## src/rtl/uart_tx_arbiter.sv

```systemverilog
// N-channel UART transmit arbiter: per-channel byte FIFOs feeding one transmit port,
// round-robin or fixed-priority selection, at most one byte per frame time.
module uart_tx_arbiter #(
   parameter  int NUM_CH     = 2,
   parameter  int DATA_W     = 8,
   parameter  int FIFO_DEPTH = 4,
   parameter  int GAP_CYCLES = 160,
   localparam int CH_W       = (NUM_CH > 1) ? $clog2(NUM_CH) : 1
) (
   input  logic                     clk_i,
   input  logic                     rst_i,
   input  logic [NUM_CH*DATA_W-1:0] ch_bits_i,
   input  logic [NUM_CH-1:0]        ch_valid_i,
   input  logic [NUM_CH-1:0]        ch_enable_i,
   input  logic                     prio_mode_i,
   output logic [DATA_W-1:0]        tx_bits_o,
   output logic                     tx_pulse_o,
   output logic [NUM_CH-1:0]        ch_full_o,
   output logic [NUM_CH-1:0]        ch_overflow_o,
   output logic [CH_W-1:0]          active_ch_o
);

   localparam int PTR_W = (FIFO_DEPTH > 1) ? $clog2(FIFO_DEPTH) : 1;
   localparam int CNT_W = PTR_W + 1;
   localparam int SUM_W = CH_W + 1;
   localparam int GAP_W = (GAP_CYCLES > 0) ? $clog2(GAP_CYCLES + 1) : 1;
   localparam logic [CNT_W-1:0] DEPTH    = CNT_W'(FIFO_DEPTH);
   localparam logic [GAP_W-1:0] GAP_LOAD = GAP_W'(GAP_CYCLES);

   localparam logic [1:0] S_IDLE  = 2'd0;
   localparam logic [1:0] S_ISSUE = 2'd1;
   localparam logic [1:0] S_GAP   = 2'd2;

   logic [DATA_W-1:0] mem_q    [NUM_CH][FIFO_DEPTH];
   logic [PTR_W-1:0]  rd_ptr_q [NUM_CH];
   logic [PTR_W-1:0]  wr_ptr_q [NUM_CH];
   logic [CNT_W-1:0]  cnt_q    [NUM_CH];
   logic [NUM_CH-1:0] ovf_q;

   logic [1:0]        state_q, state_d;
   logic [GAP_W-1:0]  gap_q, gap_d;
   logic [DATA_W-1:0] tx_bits_q, tx_bits_d;
   logic              tx_pulse_q, tx_pulse_d;
   logic [CH_W-1:0]   active_q, active_d;
   logic [CH_W-1:0]   rr_q, rr_d;

   logic [NUM_CH-1:0] cand, pop, push_ok, drop;
   logic              gnt_any, grant;
   logic [CH_W-1:0]   gnt_idx, srch_idx, srch_base;
   logic [SUM_W-1:0]  srch_sum;
   logic [DATA_W-1:0] head;

   // A FIFO can only hold data if its channel was enabled at the last edge, so occupancy
   // alone qualifies a candidate; a grant landing on a disable cycle still takes the head.
   always_comb begin
      for (int i = 0; i < NUM_CH; i++) begin
         cand[i]    = (cnt_q[i] != '0);
         pop[i]     = grant && (gnt_idx == CH_W'(i));
         push_ok[i] = ch_valid_i[i] && ch_enable_i[i] && ((cnt_q[i] != DEPTH) || pop[i]);
         drop[i]    = ch_valid_i[i] && ch_enable_i[i] && (cnt_q[i] == DEPTH) && !pop[i];
         ch_full_o[i] = (cnt_q[i] == DEPTH);
      end
   end

   // Search from the base offset; walking offsets downward leaves the nearest hit in gnt_idx.
   always_comb begin
      gnt_any   = 1'b0;
      gnt_idx   = '0;
      srch_sum  = '0;
      srch_idx  = '0;
      srch_base = prio_mode_i ? '0 : rr_q;
      for (int off = NUM_CH - 1; off >= 0; off--) begin
         srch_sum = {1'b0, srch_base} + SUM_W'(off);
         if (srch_sum >= SUM_W'(NUM_CH))
            srch_sum = srch_sum - SUM_W'(NUM_CH);
         srch_idx = srch_sum[CH_W-1:0];
         if (cand[srch_idx]) begin
            gnt_any = 1'b1;
            gnt_idx = srch_idx;
         end
      end
   end

   assign grant = (state_q == S_IDLE) && gnt_any;

   always_comb begin
      head = '0;
      for (int i = 0; i < NUM_CH; i++)
         if (gnt_idx == CH_W'(i)) head = mem_q[i][rd_ptr_q[i]];
   end

   always_ff @(posedge clk_i) begin
      for (int i = 0; i < NUM_CH; i++)
         if (push_ok[i]) mem_q[i][wr_ptr_q[i]] <= ch_bits_i[i*DATA_W +: DATA_W];
   end

   always_ff @(posedge clk_i) begin
      if (rst_i) begin
         for (int i = 0; i < NUM_CH; i++) begin
            rd_ptr_q[i] <= '0;
            wr_ptr_q[i] <= '0;
            cnt_q[i]    <= '0;
         end
         ovf_q <= '0;
      end else begin
         for (int i = 0; i < NUM_CH; i++) begin
            if (drop[i]) ovf_q[i] <= 1'b1;
            if (!ch_enable_i[i]) begin
               rd_ptr_q[i] <= '0;
               wr_ptr_q[i] <= '0;
               cnt_q[i]    <= '0;
            end else begin
               if (push_ok[i]) wr_ptr_q[i] <= wr_ptr_q[i] + PTR_W'(1);
               if (pop[i])     rd_ptr_q[i] <= rd_ptr_q[i] + PTR_W'(1);
               cnt_q[i] <= cnt_q[i] + CNT_W'(push_ok[i]) - CNT_W'(pop[i]);
            end
         end
      end
   end

   always_comb begin
      state_d    = state_q;
      gap_d      = gap_q;
      tx_bits_d  = tx_bits_q;
      tx_pulse_d = 1'b0;
      active_d   = active_q;
      rr_d       = rr_q;
      case (state_q)
         S_IDLE: begin
            if (gnt_any) begin
               tx_bits_d  = head;
               tx_pulse_d = 1'b1;
               active_d   = gnt_idx;
               rr_d       = (gnt_idx == CH_W'(NUM_CH - 1)) ? '0 : gnt_idx + CH_W'(1);
               state_d    = S_ISSUE;
            end
         end
         S_ISSUE: begin
            gap_d   = GAP_LOAD;
            state_d = (GAP_CYCLES == 0) ? S_IDLE : S_GAP;
         end
         S_GAP: begin
            gap_d = gap_q - GAP_W'(1);
            if (gap_q <= GAP_W'(1)) state_d = S_IDLE;
         end
         default: state_d = S_IDLE;
      endcase
   end

   always_ff @(posedge clk_i) begin
      if (rst_i) begin
         state_q    <= S_IDLE;
         gap_q      <= '0;
         tx_bits_q  <= '0;
         tx_pulse_q <= 1'b0;
         active_q   <= '0;
         rr_q       <= '0;
      end else begin
         state_q    <= state_d;
         gap_q      <= gap_d;
         tx_bits_q  <= tx_bits_d;
         tx_pulse_q <= tx_pulse_d;
         active_q   <= active_d;
         rr_q       <= rr_d;
      end
   end

   assign tx_bits_o     = tx_bits_q;
   assign tx_pulse_o    = tx_pulse_q;
   assign active_ch_o   = active_q;
   assign ch_overflow_o = ovf_q;

endmodule
```

## config.mk

```make
export PLATFORM = sky130hd
export DESIGN_NAME = uart_tx_arbiter
export DESIGN_NICKNAME = d
export VERILOG_FILES = /design/src/rtl/uart_tx_arbiter.sv
export SDC_FILE = /design/constraint.sdc
export NUM_CORES = 1
export LEC_CHECK = 0
export CAP_MARGIN = 20
export CORE_UTILIZATION = 40
export CTS_CLUSTER_DIAMETER = 200
export DETAILED_ROUTE_END_ITERATION = 8
export GPL_ROUTABILITY_DRIVEN = 0
export HOLD_SLACK_MARGIN = 0.15
export SLEW_MARGIN = 30
export SYNTH_ARGS = -nofsm -noshare
export SYNTH_HDL_FRONTEND = slang
export SYNTH_SLANG_ARGS = --single-unit
export TNS_END_PERCENT = 50
```

## constraint.sdc

```tcl
create_clock -name clk_i -period 2.7 [get_ports clk_i]
set_input_delay 0.27 -clock clk_i [delete_from_list [all_inputs] [get_ports clk_i]]
set_output_delay 0.27 -clock clk_i [all_outputs]
set_load 0.03 [all_outputs]
```

==> results.py <==
metrics = {
    "status": {
        "outcome": "finished, violations left",
        "violations": "design-rule violations",
    },
    "route": {
        "num_vias": 2415,
        "drtIter0Drc": 137,
        "totalWireLength_um": 7810,
        "drc": 2,
        "vias_per_cell": 4.97,
        "ant_nets": 0,
        "wl_met3_um": 197,
        "top_layer": "met4",
        "first_pass_iters": 6,
        "wl_met2_um": 3740,
        "wl_met1_um": 3780,
        "wl_per_cell_um": 16.1,
    },
    "logic_synthesis": {
        "synth_warnings": 0,
        "async_flop_share_pct": 0,
        "synth_edf_count": 78,
        "synth_cell_types": 40,
        "syn_avg_cell_area_sq_um": 14.9,
        "synthCells": 283,
        "ys_seq_elements": 101,
        "synth_seq_area_share_pct": 66.3,
        "yosys_most_used_dff": "edfxtp_1",
        "syn_area_sq_um": 4230,
    },
    "sta": {
        "holdWs_ns": 0.462,
        "fmax_mhz": 386,
        "post-route-min-period_ns": 2.59,
        "final_hold_viol_count": 0,
        "slew_viol_final": 0,
        "finalSetupTns_ns": 0,
        "finalSetupViolations": 0,
        "worst_pin_slew_ns": 0.665,
        "period_share_pct": 96.1,
        "rsz0062_at_grt": "true",
        "clock_skew_ns": 0.0140,
        "slew_headroom_pct": 55.0,
    },
    "die": {
        "die_w_um": 105,
        "initial_core_util_pct": 41.2,
        "core_area_sq_um": 10300,
        "row_count": 37,
        "die_area_sq_um": 11000,
        "die_h_um": 105,
        "io_pins": 37,
    },
    "layout": {
        "fin_util_pct": 49.5,
        "area_growth_pct": 20.4,
        "fin_cells": 486,
        "seqCellArea_sq_um": 2800,
        "multi_input_area_sq_um": 1390,
        "fill_cells": 927,
        "drive_gt1_share_pct": 16.9,
        "antenna_cells": 0,
        "fin_nets": 387,
    },
    "power_and_ir_drop": {
        "leakage_nw": 1.77,
        "peakVddDrop_mv": 0.352,
        "power.density_nw_per_um2": 793,
    },
    "clocking": {
        "clkSinkCount": 101,
        "clk_pin_slew_ns": 0.10,
        "cts_buffers": 9,
        "cts_tree": "built",
        "clockBufferDepth": 2,
        "htreeDepth": 3,
        "cts_root_buf": "clkbuf_8",
        "clkLatencyLatePin_ns": 0.36,
    },
    "grt": {
        "overflow": 0,
        "grt_max_degree": 23,
        "grt_pass1_wl_um": 12700,
        "grt_pass1_vias": 2332,
        "antenna_found_initial": 0,
        "grt_usage_pct": 15.3,
    },
    "worst_setup_path": {
        "startpoint_type": "flip-flop",
        "critPathCaptureType": "flip-flop",
        "crit_family": "adder cells",
        "cp_max_fo": 3,
        "cp_common_cell": "inv_1",
        "crit_chain": "or3_4, o211ai_1, clkinv_2, ha_4, inv_1, ha_1, inv_1, fa_2, xor2_1, xnor2_1, nor2_1",
        "slowest_delay_ns": 0.46,
        "critPathSlowestCell": "edfxtp_1",
        "crit_type": "flip-flop to flip-flop",
        "critPathRequiredTime_ns": 2.81,
        "worstPathArrival_ns": 2.70,
        "crit_buf_inv": 3,
    },
    "hold_path": {
        "hold_class": "flip-flop to flip-flop",
    },
    "placement": {
        "place_inst": 464,
        "port_buffers": 36,
        "hpwl_um": 5390,
    },
    "flow_run": {
        "drv_cap": 0,
    },
}
final cells by class:
type | count | share of cell area, %
Multi-Input combinational cell | 162 | 27.2
Timing Repair Buffer | 53 | 9.58
Clock inverter | 4 | 0.639
Clock buffer | 12 | 2.85
Tap cell | 136 | 3.34
Inverter | 18 | 1.35
Sequential cell | 101 | 55.0
cells in the final DEF (no fill, tap or decap), types with 10 or more instances in the layout:
| cell type | instances |
|---|---|
| a21oi_1 | 17 |
| buf_4 | 17 |
| clkbuf_8 | 10 |
| clkdlybuf4s50_1 | 36 |
| dfxtp_1 | 23 |
| edfxtp_1 | 78 |
| ha_1 | 16 |
| inv_1 | 16 |
| mux4_2 | 16 |
| nand2_1 | 13 |
| nor2_1 | 19 |
final timing paths:
kind,startpoint,end,slack [ns],cells past startpoint
hold reg to reg,tx_bits_o[0]$_SDFFE_PP0P_,tx_bits_o[0]$_SDFFE_PP0P_,0.46,2
setup reg to reg,cnt_q[1][0]$_SDFFCE_PN0P_,cnt_q[1][2]$_SDFFCE_PN0P_,0.11,11
setup / recovery,cnt_q[1][0]$_SDFFCE_PN0P_,cnt_q[1][2]$_SDFFCE_PN0P_,0.11,11
hold / removal,tx_bits_o[0]$_SDFFE_PP0P_,tx_bits_o[0]$_SDFFE_PP0P_,0.46,2
synthesized netlist by cell type (all sizes together), types with 3 or more instances:
| master | instances | area share (%) |
|---|---|---|
| edfxtp | 78 | 55 |
| dfxtp | 23 | 11 |
| nor2 | 19 | 1.7 |
| a21oi | 17 | 2.0 |
| ha | 17 | 5.0 |
| inv | 17 | 1.5 |
| mux4 | 16 | 8.5 |
| nand2 | 13 | 1.2 |
| a22oi | 8 | 1.4 |
| and2 | 8 | 1.2 |
| nand2b | 7 | 1.0 |
| xnor2 | 7 | 1.4 |
| nor3 | 6 | 0.71 |
| clkbuf | 5 | 0.50 |
| o21ai | 5 | 0.59 |
| nor3b | 4 | 0.71 |
| xor2 | 4 | 0.83 |
| or3 | 3 | 0.47 |
sequential cells by signal (all words and copies together) (netlist names):
register,flops
active_ch_o,1
ch_overflow_o,2
cnt_q,6
gap_q,8
mem_q,64
rd_ptr_q,4
rr_q,1
state_q,2
tx_bits_o,8
tx_pulse_o,1
wr_ptr_q,4
tightest hold or removal path, stage by stage, from the launching register on:
cell and delay (ns):
dfxtp_1 0.32, nand2_1 0.05, a21oi_1 0.05
report_power, final:
part           switching (mW)  leakage (nW)  internal, mW
Clock                   0.523        0.0832         0.367
Combinational           0.596         0.766         0.554
Sequential              0.155         0.923          1.84
Total                    1.27          1.77          2.77
cells by family (layout without fill, tap and decap cells):
logic type / after synthesis / after routing / synth area share (%)
flip-flops: 101 / 101 / 66.3
AND/OR/NAND/NOR: 72 / 72 / 8.99
AO/OA/AOI/OAI: 38 / 38 / 5.62
buffers and inverters: 25 / 87 / 2.28
adder cells (fa/ha/maj): 19 / 19 / 5.97
multiplexers: 16 / 16 / 8.52
XOR/XNOR: 11 / 11 / 2.28
other: 1 / 6 / 0.0886
what timing repair did:
item,CTS,global route
hold buffers,0,0
setup buffers,0,6
resized for setup,0,6
setup endpoints to repair,0,2
routing by layer:
metal,up-vias,track usage [%]
li1,1170,-
met1,1207,21.8
met2,30,24.0
met3,8,2.62
met4,0,5.13
met5,-,0
metrics by stage:
step | total power, mW | setup WS [ns] | area [sq um]
2_1_floorplan | 2.75 | -0.0160 | 4250
3_3_place_gp | 3.14 | 0.0143 | 4830
3_5_place_dp | 3.16 | -0.0215 | 4830
4_1_cts | 4.04 | 0.0670 | 5010
5_1_grt | 4.28 | -0.0291 | 5090
6_report | 4.04 | 0.106 | 5090
No activity file was read; power rests on OpenSTA's default activity.
